<file path="src/rtl/fifo_ctrl.sv">
// fifo_ctrl: write/read pointer and strobe control for a MEM_SIZE-entry FIFO memory bank.
// Tracks occupancy, decodes full/empty/almost flags and reports rejected requests.
// Optional feature macro: ERR_STICKY_EN (defined -> error flags latch until reset,
// undefined -> error flags are one-cycle registered pulses).
module fifo_ctrl #(
  parameter int MEM_SIZE = 4,
  parameter int PTR_L    = 3
) (
  input  logic             clk,
  input  logic             reset,
  input  logic             push_req,
  input  logic             pop_req,
  input  logic [PTR_L-1:0] almost_full_thr,
  input  logic [PTR_L-1:0] almost_empty_thr,
  output logic             push,
  output logic             pop,
  output logic [PTR_L-1:0] wr_ptr,
  output logic [PTR_L-1:0] rd_ptr,
  output logic [PTR_L-1:0] count,
  output logic             full,
  output logic             empty,
  output logic             almost_full,
  output logic             almost_empty,
  output logic             data_valid,
  output logic             overflow_err,
  output logic             underflow_err
);

  localparam logic [PTR_L-1:0] MemSizeC = PTR_L'(MEM_SIZE);
  localparam logic [PTR_L-1:0] LastIdxC = PTR_L'(MEM_SIZE - 1);
  localparam logic [PTR_L-1:0] OneC     = PTR_L'(1);

  logic [PTR_L-1:0] wrPtr_q, wrPtr_d;
  logic [PTR_L-1:0] rdPtr_q, rdPtr_d;
  logic [PTR_L-1:0] count_q, count_d;
  logic             dataValid_q;
  logic             overflow_q, overflow_d;
  logic             underflow_q, underflow_d;
  logic             isFull, isEmpty, pushOk, popOk;

  // Status flags and accept strobes decode straight from the registered count, so a
  // request is judged against the occupancy held before the coming edge.
  always_comb begin
    isFull  = (count_q == MemSizeC);
    isEmpty = (count_q == '0);
    pushOk  = push_req & ~isFull & ~reset;
    popOk   = pop_req & ~isEmpty & ~reset;
  end

  // Next pointer, occupancy and error state; both pointers wrap at the last entry and
  // a simultaneous accepted push and pop leave the occupancy unchanged.
  always_comb begin
    wrPtr_d = wrPtr_q;
    rdPtr_d = rdPtr_q;
    count_d = count_q;
    if (pushOk) begin
      wrPtr_d = (wrPtr_q == LastIdxC) ? '0 : wrPtr_q + OneC;
    end
    if (popOk) begin
      rdPtr_d = (rdPtr_q == LastIdxC) ? '0 : rdPtr_q + OneC;
    end
    case ({pushOk, popOk})
      2'b10:   count_d = count_q + OneC;
      2'b01:   count_d = count_q - OneC;
      default: count_d = count_q;
    endcase
`ifdef ERR_STICKY_EN
    overflow_d  = overflow_q | (push_req & isFull);
    underflow_d = underflow_q | (pop_req & isEmpty);
`else
    overflow_d  = push_req & isFull;
    underflow_d = pop_req & isEmpty;
`endif
  end

  // State registers; reset wins over any request and discards the FIFO contents.
  always_ff @(posedge clk) begin
    if (reset) begin
      wrPtr_q     <= '0;
      rdPtr_q     <= '0;
      count_q     <= '0;
      dataValid_q <= 1'b0;
      overflow_q  <= 1'b0;
      underflow_q <= 1'b0;
    end else begin
      wrPtr_q     <= wrPtr_d;
      rdPtr_q     <= rdPtr_d;
      count_q     <= count_d;
      dataValid_q <= popOk;
      overflow_q  <= overflow_d;
      underflow_q <= underflow_d;
    end
  end

  // Output mapping; thresholds are compared live, so a threshold above MEM_SIZE simply
  // keeps almost_full low.
  always_comb begin
    push          = pushOk;
    pop           = popOk;
    wr_ptr        = wrPtr_q;
    rd_ptr        = rdPtr_q;
    count         = count_q;
    full          = isFull;
    empty         = isEmpty;
    almost_full   = (count_q >= almost_full_thr);
    almost_empty  = (count_q <= almost_empty_thr);
    data_valid    = dataValid_q;
    overflow_err  = overflow_q;
    underflow_err = underflow_q;
  end

endmodule

</file>
<file path="config.mk">
export PLATFORM = sky130hd
export DESIGN_NAME = fifo_ctrl
export DESIGN_NICKNAME = d
export VERILOG_FILES = /design/src/rtl/fifo_ctrl.sv
export SDC_FILE = /design/constraint.sdc
export NUM_CORES = 1
export LEC_CHECK = 0
export CAP_MARGIN = 20
export CORE_MARGIN = 5
export CORE_UTILIZATION = 37
export CTS_CLUSTER_DIAMETER = 30
export DETAILED_ROUTE_END_ITERATION = 10
export PLACE_DENSITY = 0.67
export SLEW_MARGIN = 15
export SYNTH_ARGS = -nofsm -noshare
export SYNTH_HDL_FRONTEND = slang
export SYNTH_SLANG_ARGS = --single-unit
export TNS_END_PERCENT = 1
</file>
<file path="constraint.sdc">
create_clock -name clk -period 2.3 [get_ports clk]
set_input_delay 0.46 -clock clk [delete_from_list [all_inputs] [get_ports clk]]
set_output_delay 0.46 -clock clk [all_outputs]
set_load 0.05 [all_outputs]
</file>
======== After elaboration in Yosys (flattened, before gate mapping) ========
Index checks and enable logic that the tools add are counted.
operators by class
  eq/ne operators ......................... 5
  bitwise operators ....................... 9
  reduce and logical (&&, ||, !) cells .... 2
  $lt $le $gt $ge ......................... 2
  muxes and demuxes ....................... 3
  add/sub/neg operators ................... 4
operator list
  kind                                              number
  adder 3 x 1 -> 3 bit, second input constant       3
  bitwise AND 1 bit                                 6
  == test 3 x 2 -> 1 bit, second input constant     2
  2-to-1 mux 3 bit                                  2
  case mux 3 bit (2 select lines)                   1
  == test 3 bit, second input constant              1
  >= comparator 3 bit                               1
  <= comparator 3 bit                               1
  logical NOT 3 bit                                 1
  inverter 1 bit                                    3
  subtractor 3 x 1 -> 3 bit, second input constant  1
  == test 2 x 1 -> 1 bit, second input constant     1
  == test 2 bit, second input constant              1
  nonzero test 2 bit                                1
storage, ports and cells
  logic and storage cells ................. 31
  register bits after elaboration ......... 12
  bits of input ports ..................... 10
  output and inout bits ................... 18

======== Depth between registers and ports, before layout ========
  depth in word-level cells ............... 6
  depth in mapped cells ................... 9

======== Worst setup path before layout ========
No wires, ideal clock.
  path kind ............................... flip-flop to flip-flop
  start point ............................. register count_q[2], in the netlist count[2]
  end point ............................... register count_q[2], in the netlist count[2]
  library setup time ...................... 0.070 ns
  arrival time ............................ 3.215 ns
  path slack .............................. -0.985 ns
  cell stages (with the launch flop) ...... 10
  cell sequence ........................... dfxtp_1 -> nor3b_2 -> nor2_2 -> inv_1 -> ha_1 -> inv_1 -> fa_1 -> xor2_1 -> or3_1 -> a21oi_1
on the way
  cells in the longest elaborated chain, start to end .. 6
  elaborated cells on any way between the ends .. 14
ends and longest elaborated chain
  what                                                                   line  RTL
  from (decl)                                                            35    logic [PTR_L-1:0] count_q, count_d;
  from (signal assigned)                                                 88    count_q <= count_d;
  == test 3 bit (*)                                                      44    isFull = (count_q == MemSizeC);
  via full                                                               20    output logic full,
  inverter 1 bit (*)                                                     46    pushOk = push_req & ~isFull & ~reset;
  bitwise AND 1 bit (*) (2 in a row)                                     46
  via push                                                               15    output logic push,
  == test 2 x 1 -> 1 bit or == test 2 bit (tied branches)                62    case ({pushOk, popOk})
  case mux 3 bit (2 select lines) or nonzero test 2 bit (tied branches)  n/a
Mark *: on every way through the listed nets, which the timed path passes. The rest lies on a longest branch.
A chain may end at the register's enable or synchronous reset.

======== Worst setup path in the final report ========
  start point ............................. input port almost_full_thr[0]
  end point ............................... output port almost_full
on the way
  cells in the longest elaborated chain, start to end .. 1
ends and longest elaborated chain
  what                 line  RTL
  from (decl)          13    input logic [PTR_L-1:0] almost_full_thr,
  >= comparator 3 bit  105   almost_full = (count_q >= almost_full_thr);
  to (decl)            22    output logic almost_full,
Every way passes these cells.

==> run_results.csv <==
group,metric,value,unit
run_status,outcome,"complete, no violations",
setup_path,cp-start-kind,"input pin",
route,drtAntennaViolNets,0,
floorplanning,start_util,39.4,%
clock_tree,root_buffer,"clkbuf_4",
placed_design,placed_cell_area,0.00108,mm2
grt,overflow,0,
logic_synthesis,yosysSeqAreaShare,34.9,%
setup_path,crit_end,"almost_full",
finish,stdcell_area,0.00113,mm2
logic_synthesis,yosysTopAreaCell,"dfxtp_1",
timing,hold_viol,0,
power_and_ir_drop,leakage,0.493,nW
setup_path,arrival,1800,ps
setup_path,cp_top_family,"buffers and inverters",
timing,slew_headroom,66.8,%
grt,grtUsageTotal,12.9,%
logic_synthesis,synth_edf_count,0,
setup_path,ff2ff_path_depth,9,
clock_tree,clkLatencyLatePin,280,ps
clock_tree,cts_tree,"built",
logic_synthesis,ys_async_sr_fraction,0,%
setup_path,crit_start,"almost_full_thr[0]",
clock_tree,ctsLongestPathBuffers,2,
logic_synthesis,ys_ff_latch,12,
floorplanning,die-width,53.1,um
setup_path,crit_cells,6,
floorplanning,io-pin-count,28,
setup_path,cp.required,1840,ps
finish,fillerInstances,155,
grt,grt_pass1_vias,611,
min_path,hp-class,"reg2reg",
finish,drive_gt1_share,27.5,%
grt,grt_max_degree,9,
timing,fmax,0.443,GHz
route,wl_per_cell,11.1,um
setup_path,max_stage_delay,410,ps
power_and_ir_drop,vdd_drop_max,450,uV
setup_path,timing.rr.end,"count[2]",
setup_path,cp_max_fo,1,
route,drt_iter0_drc,0,
clock_tree,clock_sinks,12,
finish,syn_to_final_growth,64.4,%
floorplanning,rows,15,
setup_path,critPathMostFrequentCell,"a21o_1",
setup_path,r2r_slack,290,ps
grt,antenna_found_initial,0,
finish,insertedDiodeCount,0,
route,vias,609,
setup_path,crit_slowest_cell,"clkdlybuf4s50_1",
route,wirelength,1.49,mm
timing,fin_skew,1.37,ps
placed_design,io_buffers,27,
clock_tree,cts.clk_slew.worst_paths,80,ps
timing,finalCriticalPeriod,2260,ps
timing,setup_viol,0,
power_and_ir_drop,p_per_area,650,mW/mm2
logic_synthesis,syn-num-nets,93,
timing,rsz0062_at_grt,"yes",
logic_synthesis,synthCells,73,
floorplanning,core_area,0.00175,mm2
setup_path,critPathCaptureType,"primary output",
route,drc,0,
route,firstDrtPassIters,1,
timing,drv_slew,0,
timing,fin_crit_sh,98.1,%
clock_tree,htreeDepth,1,
setup_path,worstSetupPathType,"in2out",
setup_path,rr_startpoint,"count[2]",
setup_path,cp.buffers_inverters,2,
logic_synthesis,ys_top_cells_by_area,"dfxtp_1 35%, ha_1 16%, inv_1 5.5%",
placed_design,hpwl,1.20,mm
logic_synthesis,synthFlopType,"dfxtp_1",
placed_design,gp_routability_congestion,0.732,
logic_synthesis,netlist_area,688,um2
route,viasPerCell,4.54,
floorplanning,dieArea,0.00282,mm2
timing,worst_slew_pin_slew,496,ps
grt,grt_pass1_wl,2.63,mm
logic_synthesis,synth.distinct_cells,27,
setup_path,path_cells,"clkdlybuf4s50_1 -> ha_1 -> nand2b_1 -> a21o_1 -> a21o_1 -> buf_6",
job,cap_violations,0,
logic_synthesis,ys_warn_count,0,
clock_tree,numCtsBuffers,3,
timing,holdWs,471,ps
logic_synthesis,postSynthAreaPerCell,9.43,um2
floorplanning,die_h,53.1,um
logic_synthesis,synth_top_area_share,34.9,%
finish,layout.nets,130,
-- layout make-up --
class | instances | area, um2 | share of cell area, %
Clock buffer | 4 | 36.3 | 3.21
Multi-Input combinational cell | 50 | 439 | 38.8
Sequential cell | 12 | 246 | 21.8
Timing Repair Buffer | 33 | 340 | 30.1
Tap cell | 25 | 31.3 | 2.77
Inverter | 10 | 37.5 | 3.32
-- Yosys cell counts (2+ instances only) --
cell type  instances
dfxtp_1           12
inv_1             10
ha_1               9
nand2b_1           6
a21oi_1            4
nor2_1             4
nor2b_1            3
o21ai_0            3
a21o_1             2
nor2_2             2
xor2_1             2
-- routing by layer --
metal | part of all wire [%] | track usage [%] | wire [um] | up-vias
met3 | 6.0 | 5.35 | 89 | 4
met5 | 0 | 0 | 0 | -
li1 | - | - | - | 321
met1 | 44 | 15.1 | 659 | 270
met2 | 49 | 21.3 | 724 | 14
met4 | 1.2 | 3.83 | 18 | 0
-- cell families after synthesis --
family	count (synthesis)	share of synthesized area (%)
compound gates	12	10.2
simple gates	23	21.8
buf+inv	11	6.00
xor+xnor	2	2.55
fa+ha+maj	10	19.3
flops	12	34.9
mux	3	5.27
-- power breakdown --
part / internal, mW / leakage, nW / switching (mW)
logic: 0.134 / 0.372 / 0.183
registers: 0.226 / 0.0994 / 0.0221
clock network: 0.0963 / 0.0210 / 0.0734
-- state kept, by name, summed over array words and instances (netlist names) --
| register | flops |
|---|---|
| count | 3 |
| rd_ptr | 3 |
| wr_ptr | 3 |
| data_valid | 1 |
| overflow_err | 1 |
| underflow_err | 1 |
-- worst min-delay path by stage --
stage              start  cells after the start            end
2_1_floorplan   count[2]                      1  underflow_err
3_3_place_gp   wr_ptr[2]                      2      wr_ptr[2]
3_5_place_dp   wr_ptr[2]                      2      wr_ptr[2]
4_1_cts        wr_ptr[2]                      2      wr_ptr[2]
5_1_grt         count[2]                      1  underflow_err
6_report       wr_ptr[2]                      2      wr_ptr[2]
-- worst min-delay path, cell delays in order (launching register included) --
cell and delay (ps):
dfxtp_1 320, nand2b_1 70, a21oi_1 40
-- metrics by stage --
step	cells	utilization [%]	TNS, ps	power [mW]	worst slack [ps]
6_report	134	64.8	0	0.736	44.4
4_1_cts	134	64.2	0	0.743	23.1
2_1_floorplan	73	-	-477	0.454	-256
3_3_place_gp	130	61.9	-173	0.565	-115
5_1_grt	134	64.8	-8.76	0.781	-8.76
3_5_place_dp	130	61.9	-263	0.567	-172
-- cell usage in the layout (no fill, tap or decap), types with 2 or more instances in the layout --
cell and instances:
a21o_1 2, a21oi_1 4, buf_12 3, buf_4 8, clkbuf_4 3, clkdlybuf4s50_1 20
dfxtp_1 9, dfxtp_2 2, ha_1 8, inv_1 10, nand2b_1 5, nor2_1 4
nor2_4 2, nor2b_1 3, o21ai_0 2, xor2_1 2
-- repair_timing --
action	CTS	global route
setup endpoints to repair	1	2
hold buffers	0	0
setup buffers	0	0
pin swaps	3	0
gates resized for setup	2	2
Note: power is estimated with default switching activity, not from simulation.
